===== src/rtl/xadc_byte_framer.sv =====
// Buffers XADC sample writes and row-start markers in a small FIFO and serializes
// them into a 0xFF-delimited byte stream whose data bytes never reach 0xFF.
`timescale 1ns/1ps
module xadc_byte_framer #(
  parameter int FIFO_DEPTH = 16,
  parameter int ADDR_W     = 4
) (
  input  logic              DCLK,
  input  logic              RESET,
  input  logic              tx_fifo_wr,
  input  logic [11:0]       tx_fifo_data,
  input  logic              chang_row_en,
  output logic [7:0]        tx_data,
  output logic              tx_valid,
  input  logic              tx_ready,
  output logic [ADDR_W:0]   fifo_level,
  output logic              overflow,
  output logic [7:0]        drop_cnt
);

  typedef enum logic [1:0] {
    S_IDLE = 2'd0,
    S_HDR  = 2'd1,
    S_HI   = 2'd2,
    S_LO   = 2'd3
  } state_t;

  localparam logic [ADDR_W:0] DEPTH_L = (ADDR_W+1)'(FIFO_DEPTH);

  logic [12:0]       mem_r [FIFO_DEPTH];
  logic [ADDR_W-1:0] wr_ptr_r;
  logic [ADDR_W-1:0] rd_ptr_r;
  logic [ADDR_W:0]   level_r;
  state_t            state_r;
  state_t            state_s;
  logic [11:0]       hold_r;
  logic [11:0]       hold_s;
  logic              ovf_r;
  logic [7:0]        drop_r;
  logic [7:0]        tx_data_r;
  logic              tx_valid_r;
  logic              push_req_s;
  logic              push_ok_s;
  logic              collide_s;
  logic              reject_s;
  logic              pop_s;
  logic [12:0]       push_entry_s;
  logic [12:0]       head_s;
  logic [1:0]        drop_inc_s;
  logic [8:0]        drop_sum_s;
  logic [7:0]        drop_s;

  // Byte presented for a given serializer state; idle drives zero.
  function automatic logic [7:0] encode_byte(input state_t st, input logic [11:0] v);
    case (st)
      S_HDR:   encode_byte = 8'hFF;
      S_HI:    encode_byte = {2'b01, v[11:6]};
      S_LO:    encode_byte = {2'b00, v[5:0]};
      default: encode_byte = 8'h00;
    endcase
  endfunction

  // Push arbitration, full check and drop accounting (a header+sample collision
  // always costs the sample; a full FIFO additionally rejects the winner).
  always_comb begin
    push_req_s = chang_row_en | tx_fifo_wr;
    collide_s  = chang_row_en & tx_fifo_wr;
    reject_s   = push_req_s & (level_r >= DEPTH_L);
    push_ok_s  = push_req_s & ~reject_s;
    if (chang_row_en) begin
      push_entry_s = {1'b1, 12'h000};
    end else begin
      push_entry_s = {1'b0, tx_fifo_data};
    end
    drop_inc_s = {1'b0, collide_s} + {1'b0, reject_s};
    drop_sum_s = {1'b0, drop_r} + {7'd0, drop_inc_s};
    if (drop_sum_s > 9'd255) begin
      drop_s = 8'd255;
    end else begin
      drop_s = drop_sum_s[7:0];
    end
  end

  // Serializer next state; the pop happens only from idle.
  always_comb begin
    state_s = state_r;
    hold_s  = hold_r;
    pop_s   = 1'b0;
    head_s  = mem_r[rd_ptr_r];
    case (state_r)
      S_IDLE: begin
        if (level_r != {(ADDR_W+1){1'b0}}) begin
          pop_s   = 1'b1;
          hold_s  = head_s[11:0];
          state_s = head_s[12] ? S_HDR : S_HI;
        end else begin
          state_s = S_IDLE;
        end
      end
      S_HDR: begin
        if (tx_ready) begin
          state_s = S_IDLE;
        end else begin
          state_s = S_HDR;
        end
      end
      S_HI: begin
        if (tx_ready) begin
          state_s = S_LO;
        end else begin
          state_s = S_HI;
        end
      end
      S_LO: begin
        if (tx_ready) begin
          state_s = S_IDLE;
        end else begin
          state_s = S_LO;
        end
      end
      default: begin
        state_s = S_IDLE;
      end
    endcase
  end

  // FIFO storage; contents need no reset because the pointers are flushed.
  always_ff @(posedge DCLK) begin
    if (push_ok_s) begin
      mem_r[wr_ptr_r] <= push_entry_s;
    end
  end

  // Pointers, occupancy and sticky drop bookkeeping.
  always_ff @(posedge DCLK or posedge RESET) begin
    if (RESET) begin
      wr_ptr_r <= {ADDR_W{1'b0}};
      rd_ptr_r <= {ADDR_W{1'b0}};
      level_r  <= {(ADDR_W+1){1'b0}};
      ovf_r    <= 1'b0;
      drop_r   <= 8'd0;
    end else begin
      if (push_ok_s) begin
        wr_ptr_r <= wr_ptr_r + ADDR_W'(1);
      end
      if (pop_s) begin
        rd_ptr_r <= rd_ptr_r + ADDR_W'(1);
      end
      case ({push_ok_s, pop_s})
        2'b10:   level_r <= level_r + (ADDR_W+1)'(1);
        2'b01:   level_r <= level_r - (ADDR_W+1)'(1);
        default: level_r <= level_r;
      endcase
      if (drop_inc_s != 2'd0) begin
        ovf_r <= 1'b1;
      end
      drop_r <= drop_s;
    end
  end

  // Serializer state, holding register and registered byte outputs
  // (outputs are loaded from the next state so they match the state decode).
  always_ff @(posedge DCLK or posedge RESET) begin
    if (RESET) begin
      state_r    <= S_IDLE;
      hold_r     <= 12'h000;
      tx_data_r  <= 8'h00;
      tx_valid_r <= 1'b0;
    end else begin
      state_r    <= state_s;
      hold_r     <= hold_s;
      tx_data_r  <= encode_byte(state_s, hold_s);
      tx_valid_r <= (state_s != S_IDLE);
    end
  end

  assign tx_data    = tx_data_r;
  assign tx_valid   = tx_valid_r;
  assign fifo_level = level_r;
  assign overflow   = ovf_r;
  assign drop_cnt   = drop_r;

endmodule


===== config.mk =====
export PLATFORM = sky130hd
export DESIGN_NAME = xadc_byte_framer
export DESIGN_NICKNAME = d
export VERILOG_FILES = /design/src/rtl/xadc_byte_framer.sv
export SDC_FILE = /design/constraint.sdc
export NUM_CORES = 1
export LEC_CHECK = 0
export BUFFER_PORTS_ARGS = -buffer_cell sky130_fd_sc_hd__buf_4
export CAP_MARGIN = 10
export CORE_MARGIN = 10
export CORE_UTILIZATION = 60
export DETAILED_ROUTE_END_ITERATION = 8
export GPL_TIMING_DRIVEN = 0
export PLACE_DENSITY = 0.87
export SETUP_SLACK_MARGIN = 0.02
export SLEW_MARGIN = 40
export SYNTH_ARGS = -nofsm -noshare
export SYNTH_HDL_FRONTEND = slang
export SYNTH_SLANG_ARGS = --single-unit

===== constraint.sdc =====
create_clock -name DCLK -period 8.8 [get_ports DCLK]
set_input_delay 1.32 -clock DCLK [delete_from_list [all_inputs] [get_ports DCLK]]
set_output_delay 1.32 -clock DCLK [all_outputs]
set_load 0.01 [all_outputs]

Word-level counts from Yosys, hierarchy flattened
Memory sizes are Yosys's and may differ from the RTL's.
Cells that the tools add are included.
{"block": "classes", "add_sub_neg": 6, "n_lt_le_gt_ge": 2, "n_eq_ne": 8, "muxes": 16, "bitwise_logic": 5, "reduce_logical": 5}
{"cell": "12-bit 2-to-1 mux", "count": 2}
{"cell": "8-bit one-hot mux with 3 select lines", "count": 1}
{"cell": "13-bit 2-to-1 mux", "count": 1}
{"cell": "2-bit == test, second input constant", "count": 5}
{"cell": "5-bit one-hot mux with 2 select lines", "count": 1}
{"cell": "8-bit by 2-bit adder with 9-bit output", "count": 1}
{"cell": "9-bit by 8-bit > comparator with 1-bit output, second input constant", "count": 1}
{"cell": "4-bit by 1-bit adder with 4-bit output, second input constant", "count": 2}
{"cell": "8-bit 2-to-1 mux", "count": 1}
{"cell": "2-bit one-hot mux with 4 select lines", "count": 1}
{"cell": "2-bit by 1-bit == test with 1-bit output, second input constant", "count": 3}
{"cell": "1-bit 2-to-1 mux", "count": 6}
{"cell": "2-bit 2-to-1 mux", "count": 3}
{"cell": "2-bit nonzero test", "count": 3}
{"cell": "5-bit by 1-bit adder with 5-bit output, second input constant", "count": 1}
{"cell": "5-bit >= comparator, second input constant", "count": 1}
{"cell": "5-bit nonzero test", "count": 1}
{"cell": "5-bit by 1-bit subtractor with 5-bit output, second input constant", "count": 1}
{"cell": "1-bit AND", "count": 3}
{"cell": "1-bit by 1-bit adder with 2-bit output", "count": 1}
{"cell": "2-bit logical NOT", "count": 1}
{"cell": "1-bit inverter", "count": 1}
{"cell": "1-bit bitwise OR", "count": 1}
{"block": "word_totals", "reg_bits": 45, "ram_bits": 208, "input_bits": 17, "elab_cells": 52, "mem_count": 1}
{"memory": "mem_r", "depth": 16, "word_bits": 13, "rd": 1, "rd_clocked_by_memory_dff": 0, "wr": 1, "line": "30", "text": "logic [12:0] mem_r [FIFO_DEPTH];"}

Longest topological paths before layout
{"block": "logic_depth", "depth_word": 6, "mapped_depth": 14, "depth_no_buf": 11}

Least setup slack after synthesis
OpenSTA, ideal clock, no wires.
{"block": "synth_path", "path_kind": "in2reg", "startpoint": "input port tx_fifo_wr", "endpoint": "memory mem_r[0][0] (enable)", "t_arrival_ns": 3.106, "setup_slack_ns": 5.277, "path_stages": 4, "path_buffers": 0, "path_cell_list": "nor2_1 -> nor2_1 -> inv_1 -> nor4_1"}
{"block": "synth_via", "elab_chain_cells": 6}
{"element": "start, declared", "line": "10", "text": "input logic tx_fifo_wr,"}
{"element": "1-bit bitwise OR *", "line": "66", "text": "push_req_s = chang_row_en | tx_fifo_wr;"}
{"element": "1-bit AND", "line": "68", "text": "reject_s = push_req_s & (level_r >= DEPTH_L);"}
{"element": "1-bit inverter", "line": "69", "text": "push_ok_s = push_req_s & ~reject_s;"}
{"element": "1-bit AND *", "line": "69"}
{"element": "1-bit 2-to-1 mux *", "line": "129", "text": "if (push_ok_s) begin"}
{"element": "1-bit 2-to-1 mux (not written as such) *", "line": "130", "text": "mem_r[wr_ptr_r] <= push_entry_s;"}
{"element": "end, declared", "line": "30"}
Mark *: on every way between the ends. The rest lies on a longest branch, timed or not.

Worst setup path in the final report
{"block": "layout_path", "startpoint": "register level_r[0], in the netlist fifo_level[0]", "endpoint": "register tx_data_r[4], in the netlist tx_data[4]"}
{"block": "layout_via", "elab_chain_cells": 5}
{"element": "start, declared", "line": "33", "text": "logic [ADDR_W:0] level_r;"}
{"element": "start signal, assigned", "line": "139", "text": "level_r <= {(ADDR_W+1){1'b0}};"}
{"element": "start signal, assigned", "line": "150", "text": "2'b10: level_r <= level_r + (ADDR_W+1)'(1);"}
{"element": "start signal, assigned", "line": "151", "text": "2'b01: level_r <= level_r - (ADDR_W+1)'(1);"}
{"element": "5-bit nonzero test *", "line": "92", "text": "if (level_r != {(ADDR_W+1){1'b0}}) begin"}
{"element": "2-bit 2-to-1 mux", "line": "92"}
{"element": "2-bit one-hot mux with 4 select lines", "line": "90", "text": "case (state_r)"}
{"element": "2-bit == test / 2-bit by 1-bit == test with 1-bit output (equally long branches)", "line": "55", "text": "case (st)"}
{"element": "8-bit one-hot mux with 3 select lines *", "line": "55"}
{"element": "end signal, assigned", "line": "172", "text": "tx_data_r <= encode_byte(state_s, hold_s);"}
{"element": "end, declared", "line": "40", "text": "logic [7:0] tx_data_r;"}
Marked as above.
A chain may end at the register's enable or synchronous reset.

==> impl_metrics.toml <==
[status]
status = "finished, final reports clean"

[timing]
setup_violations = 0
timing.final.crit_share_pct = 45.94
drv_slew = 0
tns_ns = 0
period_minus_slack_ns = 4.042
hold-worst-slack_ns = 0.4687
rsz0062_at_grt = "no"
final_hold_viol_count = 0
finClkSkew_ns = 0.01964
fmax_mhz = 247.4
worst_pin_slew_ns = 0.8592
maxSlewHeadroom_pct = 42.37

[layout]
instances_no_fill = 920
diodes = 0
nNetsFinal = 712
fill_cells = 982
drive_gt1_share_pct = 27.63
mostFrequentLayoutCell = "edfxtp_1"
multi_input_area_sq_um = 2957
layout_common_cells = "208 x edfxtp_1, 45 x dfrtp_1, 44 x buf_4, 35 x mux4_2"
regArea_sq_um = 7372
syn2layout_area_growth_pct = 16.31
final_core_util_pct = 71.01

[routing]
wl_um = 25380
ant_nets = 0
first_pass_iters = 5
remaining_drc_errors = 0
wire_per_inst_um = 27.59
drt_iter0_drc = 714
via_count = 6014
viasPerCell = 6.537

[synthesis]
synth-seq-cells = 253
ys_types = 61
synth.avg_cell_area_sq_um = 17.71
syn_area_sq_um = 10520
yosys.area.top_type = "edfxtp_1"
synth_top_cell_area_share_pct = 59.36
yosys-top-cells-area = "edfxtp_1 59%, dfrtp_1 11%, mux4_2 7.5%"
syn_inst = 594
synthesis.nets = 630
ys_seq_area_share_pct = 70.06
synth_edf_count = 208
ys.flop_type = "edfxtp_1"
yosys_warnings = 0
async_reset_ff_share_pct = 17.79

[setup_path]
path_class = "register to register"
cp_max_fo = 10
cp-start-kind = "register"
cp-end-kind = "register"
crit_required_ns = 9.26
cp.arrival_ns = 4.50

[place]
portBuffers = 39
dp_hpwl_um = 15190
routabilityCongestion = 0.9100
dpl.cell_count = 874

[global_route]
antenna_found_initial = 0
grt_pass1_vias = 6207
grt_pass1_wl_um = 38370
overflow = 0
grt_max_degree = 46
globalRouteTotalUtil_pct = 21.50

[clock_tree]
cts_buffers = 25
clock_latency_ns = 0.53
clockRootBuffer = "clkbuf_16"
postCtsSetupBuffers = 0
clk_pin_slew_ns = 0.06
cts_tree = "built"
cts_resized = 0
clockBufferDepth = 3
cts_hold_buf = 0
clkSinkCount = 253
h-tree-depth = 1

[power_and_ir_drop]
ir_worst_vdd_mv = 0.1987
power.density_nw_per_um2 = 350.7
power.total_uw = 4292
power.leakage_uw = 0.004443

[die]
io_pins = 40
die_h_um = 152.4
die_w_um = 152.4
start_util_pct = 61.05
core_area_sq_um = 17240
rows = 48
die_area_sq_um = 23230

[worst_hold_path]
hold_path_class = "register to register"

[job]
maxCapViolCount = 0
## Yosys cell counts (3+ instances only)
| library cell | n |
|---|---|
| a2111oi_0 | 4 |
| o21ai_0 | 19 |
| xnor2_1 | 7 |
| mux2i_1 | 12 |
| a21oi_1 | 9 |
| mux4_1 | 12 |
| buf_6 | 4 |
| nor4_1 | 5 |
| nand2_1 | 25 |
| buf_4 | 4 |
| xor2_1 | 7 |
| nand3_1 | 7 |
| edfxtp_1 | 208 |
| a22o_1 | 10 |
| dfrtp_1 | 45 |
| buf_2 | 3 |
| mux4_2 | 35 |
| nor2b_1 | 19 |
| and3_1 | 8 |
| and2_1 | 13 |
| o21ai_1 | 9 |
| inv_1 | 20 |
| nand2b_1 | 6 |
| ha_1 | 17 |
| nor2_1 | 17 |
| clkbuf_1 | 10 |
| mux2_2 | 10 |
| a32oi_1 | 9 |
## state kept, by name, summed over array words and instances (netlist names), 2 cells and up
name,count
hold_r,12
drop_cnt,8
mem_r,208
fifo_level,5
wr_ptr_r,4
rd_ptr_r,4
tx_data,8
state_r,2
## metal layers
layer,part of all wire (%),wire [um],vias to the layer above,global-route usage (%)
met1,37,9467,3029,27.40
met2,47,11990,370,32.94
met3,9.0,2275,106,5.052
met4,6.5,1642,0,13.17
li1,-,-,2509,-
met5,0,0,-,0
## critical path: stages (launching register included)
cell and delay, ns:
dfrtp_1 0.46, nor4_2 0.62, a211o_1 0.23, buf_4 0.18
inv_1 0.14, nand2_1 0.11, and3_1 0.18, ha_1 0.37
or3b_1 0.41, a211oi_1 0.73, a32oi_1 0.14, and3_1 0.27
o21ai_1 0.14
## report_power, final
part | leakage, uW | switching (uW) | internal [uW]
combinational | 0.00154 | 854 | 632
sequential | 0.00245 | 103 | 1500
clock | 0.000455 | 452 | 753
## cell type report
class / instances / share of cell area [%]
repair buffers: 55 / 3.251
plain buffers: 26 / 1.717
well taps: 225 / 2.300
flip-flops and latches: 253 / 60.23
multi-input cells: 293 / 24.16
clock buffers: 25 / 5.111
clock inverters: 21 / 2.515
inverters: 22 / 0.7156
## path summary, 6_finish.rpt
| path | startpoint | to | slack, ns | cells after the start |
|---|---|---|---|---|
| max | fifo_level[0] | tx_data[4] | 4.76 | 12 |
| min | overflow | overflow | 0.47 | 1 |
| max reg2reg | fifo_level[0] | tx_data[4] | 4.76 | 12 |
| min reg2reg | overflow | overflow | 0.47 | 1 |
| max in group asynchronous | RESET | hold_r[1] | 7.55 | 2 |
| min in group asynchronous | RESET | drop_cnt[4] | 0.86 | 2 |
## through the flow
stage	instance area [sq um]	setup slack, ns
2_1_floorplan	10520	5.277
3_3_place_gp	11100	3.016
3_5_place_dp	11270	4.911
4_1_cts	12210	4.899
5_1_grt	12240	4.691
6_report	12240	4.758
## kinds of logic after synthesis
family	Yosys count	synth area share, %
DFF	253	70.06
and+or+nand+nor	116	6.029
AOI/OAI and AO/OA	75	4.851
muxes	69	12.70
buffers and inverters	48	2.794
adders and majority gates	19	2.402
xor gates and xnor gates	14	1.165
No activity file was read; power rests on OpenSTA's default activity.
